===== src/rtl/pixel_stream_pkg.sv =====
// pixel_stream_pkg: shared types for the raster pixel streamer and its skid FIFO.
package pixel_stream_pkg;
    localparam int PIX_W = 8;
    typedef enum logic [1:0] {IDLE, RUN, DRAIN, DONE} state_t;
    typedef struct packed {
        logic [PIX_W-1:0] data;
        logic             sof;
        logic             eol;
        logic             eof;
    } beat_t;
endpackage


===== src/rtl/pixel_frame_streamer_if.sv =====
// pixel_frame_streamer_if: pixel stream with ready/valid handshake and frame/line markers.
interface pixel_frame_streamer_if #(parameter int DATA_W = pixel_stream_pkg::PIX_W) ();
    logic [DATA_W-1:0] o_data;
    logic              o_wren;
    logic              i_ready;
    logic              o_sof;
    logic              o_eol;
    logic              o_eof;
    modport master (output o_data, o_wren, o_sof, o_eol, o_eof, input i_ready);
    modport slave (input o_data, o_wren, o_sof, o_eol, o_eof, output i_ready);
endinterface


===== src/rtl/pixel_skid_fifo.sv =====
// pixel_skid_fifo: 2-entry FIFO of pixel beats with a registered head.
module pixel_skid_fifo
    import pixel_stream_pkg::*;
(
    input  logic       i_clk,
    input  logic       i_rst,
    input  logic       push,
    input  logic       pop,
    input  beat_t      din,
    output beat_t      head,
    output logic       valid,
    output logic [1:0] occ
);
    beat_t tail;
    assign valid = occ != 2'd0;
    // head is cleared when the FIFO drains so markers never linger on an idle bus
    always_ff @(posedge i_clk) begin
        if (i_rst) begin
            head <= '0;
            tail <= '0;
            occ  <= '0;
        end else begin
            occ <= occ + {1'b0, push} - {1'b0, pop};
            if (pop) head <= (occ == 2'd2) ? tail : (push ? din : '0);
            else if (push && occ == 2'd0) head <= din;
            if (push && (occ == 2'd2 || (occ == 2'd1 && !pop))) tail <= din;
        end
    end
endmodule


===== src/rtl/pixel_frame_streamer.sv =====
// pixel_frame_streamer: raster-scan reader of a frame RAM feeding a ready/valid pixel stream.
module pixel_frame_streamer
    import pixel_stream_pkg::*;
#(
    parameter int IMG_W  = 64,
    parameter int IMG_H  = 64,
    parameter int DATA_W = PIX_W,
    parameter int ADDR_W = (IMG_W * IMG_H > 1) ? $clog2(IMG_W * IMG_H) : 1
) (
    input  logic                  i_clk,
    input  logic                  i_rst,
    input  logic                  i_start,
    output logic                  o_busy,
    output logic                  o_done,
    output logic                  o_mem_rden,
    output logic [ADDR_W-1:0]     o_mem_addr,
    input  logic [DATA_W-1:0]     i_mem_data,
    pixel_frame_streamer_if.master px
);
    localparam int XW = (IMG_W > 1) ? $clog2(IMG_W) : 1;
    localparam int YW = (IMG_H > 1) ? $clog2(IMG_H) : 1;
    localparam logic [ADDR_W-1:0] LAST   = ADDR_W'(IMG_W * IMG_H - 1);
    localparam logic [XW-1:0]     X_LAST = XW'(IMG_W - 1);
    localparam logic [YW-1:0]     Y_LAST = YW'(IMG_H - 1);

    state_t        state;
    logic [XW-1:0] x;
    logic [YW-1:0] y;
    logic          inflight, pend_sof, pend_eol, pend_eof;
    logic          wren, pop;
    logic [1:0]    occ;
    beat_t         beat_in, head;

    assign pop        = wren & px.i_ready;
    // occupancy after this edge must leave room for the read about to be issued
    assign o_mem_rden = (state == RUN) && (({1'b0, occ} + {2'b0, inflight} - {2'b0, pop}) < 3'd2);
    assign o_busy     = (state == RUN) || (state == DRAIN);
    assign o_done     = state == DONE;
    assign beat_in    = '{data: PIX_W'(i_mem_data), sof: pend_sof, eol: pend_eol, eof: pend_eof};
    assign px.o_data  = DATA_W'(head.data);
    assign px.o_wren  = wren;
    assign px.o_sof   = head.sof;
    assign px.o_eol   = head.eol;
    assign px.o_eof   = head.eof;

    always_ff @(posedge i_clk) begin
        if (i_rst) begin
            state      <= IDLE;
            o_mem_addr <= '0;
            x          <= '0;
            y          <= '0;
            inflight   <= 1'b0;
            pend_sof   <= 1'b0;
            pend_eol   <= 1'b0;
            pend_eof   <= 1'b0;
        end else begin
            inflight <= o_mem_rden;
            if (o_mem_rden) begin
                pend_sof <= (x == '0) && (y == '0);
                pend_eol <= x == X_LAST;
                pend_eof <= (x == X_LAST) && (y == Y_LAST);
                if (o_mem_addr != LAST) begin
                    o_mem_addr <= o_mem_addr + ADDR_W'(1);
                    x          <= (x == X_LAST) ? '0 : x + XW'(1);
                    y          <= (x == X_LAST) ? y + YW'(1) : y;
                end
            end
            case (state)
                IDLE: if (i_start) begin
                    state      <= RUN;
                    o_mem_addr <= '0;
                    x          <= '0;
                    y          <= '0;
                end
                RUN:     if (o_mem_rden && o_mem_addr == LAST) state <= DRAIN;
                DRAIN:   if (pop && head.eof) state <= DONE;
                DONE:    state <= IDLE;
                default: state <= IDLE;
            endcase
        end
    end

    pixel_skid_fifo u_fifo (
        .i_clk(i_clk),
        .i_rst(i_rst),
        .push (inflight),
        .pop  (pop),
        .din  (beat_in),
        .head (head),
        .valid(wren),
        .occ  (occ)
    );
endmodule

===== src/flat_wrapper.sv =====
// flat-port wrapper written by rule: the top's interface ports become plain ports
module pixel_frame_streamer_flat import pixel_stream_pkg::*;
#(
    parameter int IMG_W  = 64,
    parameter int IMG_H  = 64,
    parameter int DATA_W = PIX_W,
    parameter int ADDR_W = (IMG_W * IMG_H > 1) ? $clog2(IMG_W * IMG_H) : 1
)
  (i_clk, i_rst, i_start, o_busy, o_done, o_mem_rden, o_mem_addr, i_mem_data, px_o_data, px_o_wren, px_o_sof, px_o_eol, px_o_eof, px_i_ready);
  pixel_frame_streamer_if #(.DATA_W(DATA_W)) px_i ();
  input  logic i_clk;
  input  logic i_rst;
  input  logic i_start;
  output logic o_busy;
  output logic o_done;
  output logic o_mem_rden;
  output logic [ADDR_W-1:0] o_mem_addr;
  input  logic [DATA_W-1:0] i_mem_data;
  output wire logic [$bits(px_i.o_data)-1:0] px_o_data;
  output wire logic [$bits(px_i.o_wren)-1:0] px_o_wren;
  output wire logic [$bits(px_i.o_sof)-1:0] px_o_sof;
  output wire logic [$bits(px_i.o_eol)-1:0] px_o_eol;
  output wire logic [$bits(px_i.o_eof)-1:0] px_o_eof;
  input wire logic [$bits(px_i.i_ready)-1:0] px_i_ready;
  assign px_o_data = px_i.o_data;
  assign px_o_wren = px_i.o_wren;
  assign px_o_sof = px_i.o_sof;
  assign px_o_eol = px_i.o_eol;
  assign px_o_eof = px_i.o_eof;
  assign px_i.i_ready = px_i_ready;
  pixel_frame_streamer #(.IMG_W(IMG_W), .IMG_H(IMG_H), .DATA_W(DATA_W), .ADDR_W(ADDR_W)) u_core (.i_clk(i_clk), .i_rst(i_rst), .i_start(i_start), .o_busy(o_busy), .o_done(o_done), .o_mem_rden(o_mem_rden), .o_mem_addr(o_mem_addr), .i_mem_data(i_mem_data), .px(px_i));
endmodule

===== config.mk =====
export PLATFORM = sky130hd
export DESIGN_NAME = pixel_frame_streamer_flat
export DESIGN_NICKNAME = d
export VERILOG_FILES = /design/src/rtl/pixel_stream_pkg.sv /design/src/rtl/pixel_frame_streamer_if.sv /design/src/rtl/pixel_skid_fifo.sv /design/src/rtl/pixel_frame_streamer.sv /design/src/flat_wrapper.sv
export SDC_FILE = /design/constraint.sdc
export NUM_CORES = 1
export LEC_CHECK = 0
export BUFFER_PORTS_ARGS = -buffer_cell sky130_fd_sc_hd__buf_2
export CAP_MARGIN = 20
export CORE_UTILIZATION = 60
export DETAILED_ROUTE_END_ITERATION = 10
export PLACE_DENSITY = 0.82
export RECOVER_POWER = 100
export SYNTH_ARGS = -nofsm -noshare
export SYNTH_HDL_FRONTEND = slang
export SYNTH_SLANG_ARGS = --single-unit

===== constraint.sdc =====
create_clock -name i_clk -period 6.1 [get_ports i_clk]
set_input_delay 1.22 -clock i_clk [delete_from_list [all_inputs] [get_ports i_clk]]
set_output_delay 1.22 -clock i_clk [all_outputs]
set_load 0.02 [all_outputs]

==> results.ini <==
[logic_synthesis]
synthArstFlopShare_pct=0
ys_top_cells_by_area=dfxtp_1, a21oi_1, ha_1
ys.flop_type=dfxtp_1
ys_ff_latch=54
yosysMostFrequentCell=dfxtp_1
syn_nets=344
yosys_warnings=0
synth_top_area_share_pct=39.4
yosysTopAreaCell=dfxtp_1
synth_edf_count=0
yosysSeqAreaShare_pct=39.4
syn_area_um2=2750
netlist_top_cells_count=dfxtp_1, a21oi_1, o21ai_0
synth.distinct_cells=45
syn_avg_cell_area_um2=8.61
synthCells=319

[placed_design]
routabilityCongestion=0.821
dp_hpwl_um=4100
dpl_cell_area_um2=2940
io_buffers=38
dp_cells=391
dp_slack_ns=1.17

[routing]
drt_iter0_markers=205
wl_per_cell_um=15.2
drtAntennaViolNets=0
routed_wirelength_um=6050
viasPerCell=6.31
first_pass_iters=4
vias=2518
drc_errors=0

[clocking]
clockBufferDepth=2
clk_pin_slew_worst_paths_ns=0.09
cts_tree=yes
cts_resized=0
post_cts_buffers=0
hold_buffers=0
cts_sinks=54
clk_latency_ns=0.31
h-tree-depth=2
numCtsBuffers=5
cts-root-buf=clkbuf_8

[global_routing]
grt_pass1_wl_um=10400
antenna_found_initial=0
grt-ovfl-total=0
grt_usage_pct=25.9
first_global_vias=2378
grt_max_degree=24

[timing]
worst_slew_pin_slew_ns=0.955
maxSlewViolCount=0
setup_viol=0
finClkSkew_ns=0.00785
finalHoldViolCount=0
fin_hold_ws_ns=0.495
fmax_ghz=0.198
fin_setup_tns_ns=0
rsz0062_at_grt=no
period_needed_ns=5.06
worst_slack_ns=1.04
fin_crit_sh_pct=82.9
relSlewSlack_pct=34.5

[critical_path]
crit_start=px_i_ready
r2r_start=u_core.u_fifo.occ[0]
critPathArrivalTime_ns=3.84
end_kind=primary output
cp_max_fo=23
reg2reg_slack_ns=2.72
criticalPathCategory=in -> out
cp-start-kind=primary input
required_ns=4.88

[die]
start_util_pct=62.6
core_area_um2=4380
fp.dieH_um=69.7
fp-row-count=24
io_pins=39
die_area_um2=4850
chipWidth_um=69.7

[final_layout]
finalCoreUtilization_pct=69.2
area_growth_pct=10.5
nets=371
n_antenna_cell=0
fillCellCount=374
layout-drive-gt1-share_pct=7.49
stdcell_area_um2=3030
stdcell_count=399

[power_and_ir_drop]
p_leak_nw=1.26
power_density_nw_per_um2=359
totalPowerFinal_mw=1.09
peakVddDrop_mv=0.222

[flow_run]
cap_violations=0

[outcome]
status=finished clean

[hold_path]
hold_class=reg -> reg
worstHoldStart=u_core.pend_sof

==> metal layers <==
layer / GRT usage [%] / routed length [µm] / vias up / share of wire (%)
met5: 0 / 0 / - / 0
met1: 32.4 / 2760 / 1199 / 46
met3: 4.51 / 273 / 9 / 4.5
met2: 44.7 / 2940 / 69 / 49
met4: 9.78 / 77 / 0 / 1.3
li1: - / - / 1241 / -
==> final timing paths <==
check	depth (start not counted)	endpoint
hold / removal	2	u_core.pend_sof
hold reg to reg	2	u_core.pend_sof
setup reg to reg	10	u_core.y[3]
setup / recovery	11	o_mem_rden
==> flip-flops by register name, summed over array words and instances, names as in the netlist <==
register	count
u_core.inflight	1
u_core.o_mem_addr	12
u_core.pend_eof	1
u_core.pend_eol	1
u_core.pend_sof	1
u_core.state	2
u_core.u_fifo.head	11
u_core.u_fifo.occ	2
u_core.u_fifo.tail	11
u_core.x	6
u_core.y	6
==> critical path: stages <==
cell and delay, ns:
clkbuf_1 0.12, o21ai_0 0.13, inv_1 0.08, ha_1 0.27
inv_1 0.04, ha_1 0.18, fa_1 0.37, xnor2_1 0.44
or2_2 0.45, inv_1 0.29, clkbuf_1 0.24
==> area by class of cell <==
| cell class | count | area (µm²) | area share (%) |
|---|---|---|---|
| Clock inverter | 2 | 60.1 | 1.98 |
| Tap cell | 52 | 65.1 | 2.14 |
| Timing Repair Buffer | 41 | 174 | 5.73 |
| Multi-Input combinational cell | 229 | 1520 | 49.9 |
| Sequential cell | 54 | 1080 | 35.6 |
| Inverter | 15 | 56.3 | 1.86 |
| Clock buffer | 6 | 82.6 | 2.72 |
==> power breakdown <==
part / total, mW / internal, mW / switching (mW)
combinational: 0.365 / 0.123 / 0.242
sequential: 0.435 / 0.393 / 0.0427
clock: 0.290 / 0.175 / 0.115
total: 1.09 / 0.691 / 0.400
==> cell families (layout without fill, tap and decap cells) <==
| logic type | Yosys count | after routing | synth area share [%] |
|---|---|---|---|
| buffers and inverters | 36 | 64 | 5.28 |
| xor gates and xnor gates | 1 | 1 | 0.592 |
| muxes | 13 | 13 | 4.74 |
| adders and majority gates | 13 | 13 | 6.20 |
| and+or+nand+nor | 100 | 100 | 19.8 |
| AOI/OAI and AO/OA | 102 | 102 | 24.1 |
| DFF | 54 | 54 | 39.4 |
==> layout by cell type, fill, tap and decap left out, types with 7 or more instances in the layout <==
| master | count |
|---|---|
| clkbuf_1 | 29 |
| dfxtp_1 | 54 |
| a21oi_1 | 38 |
| o211a_1 | 12 |
| inv_1 | 15 |
| mux2i_1 | 13 |
| nor2_1 | 19 |
| or4_1 | 7 |
| nand2_1 | 16 |
| ha_1 | 12 |
| nand3_1 | 16 |
| buf_2 | 10 |
| o21ai_0 | 21 |
Power figures use the tool's default switching activity.
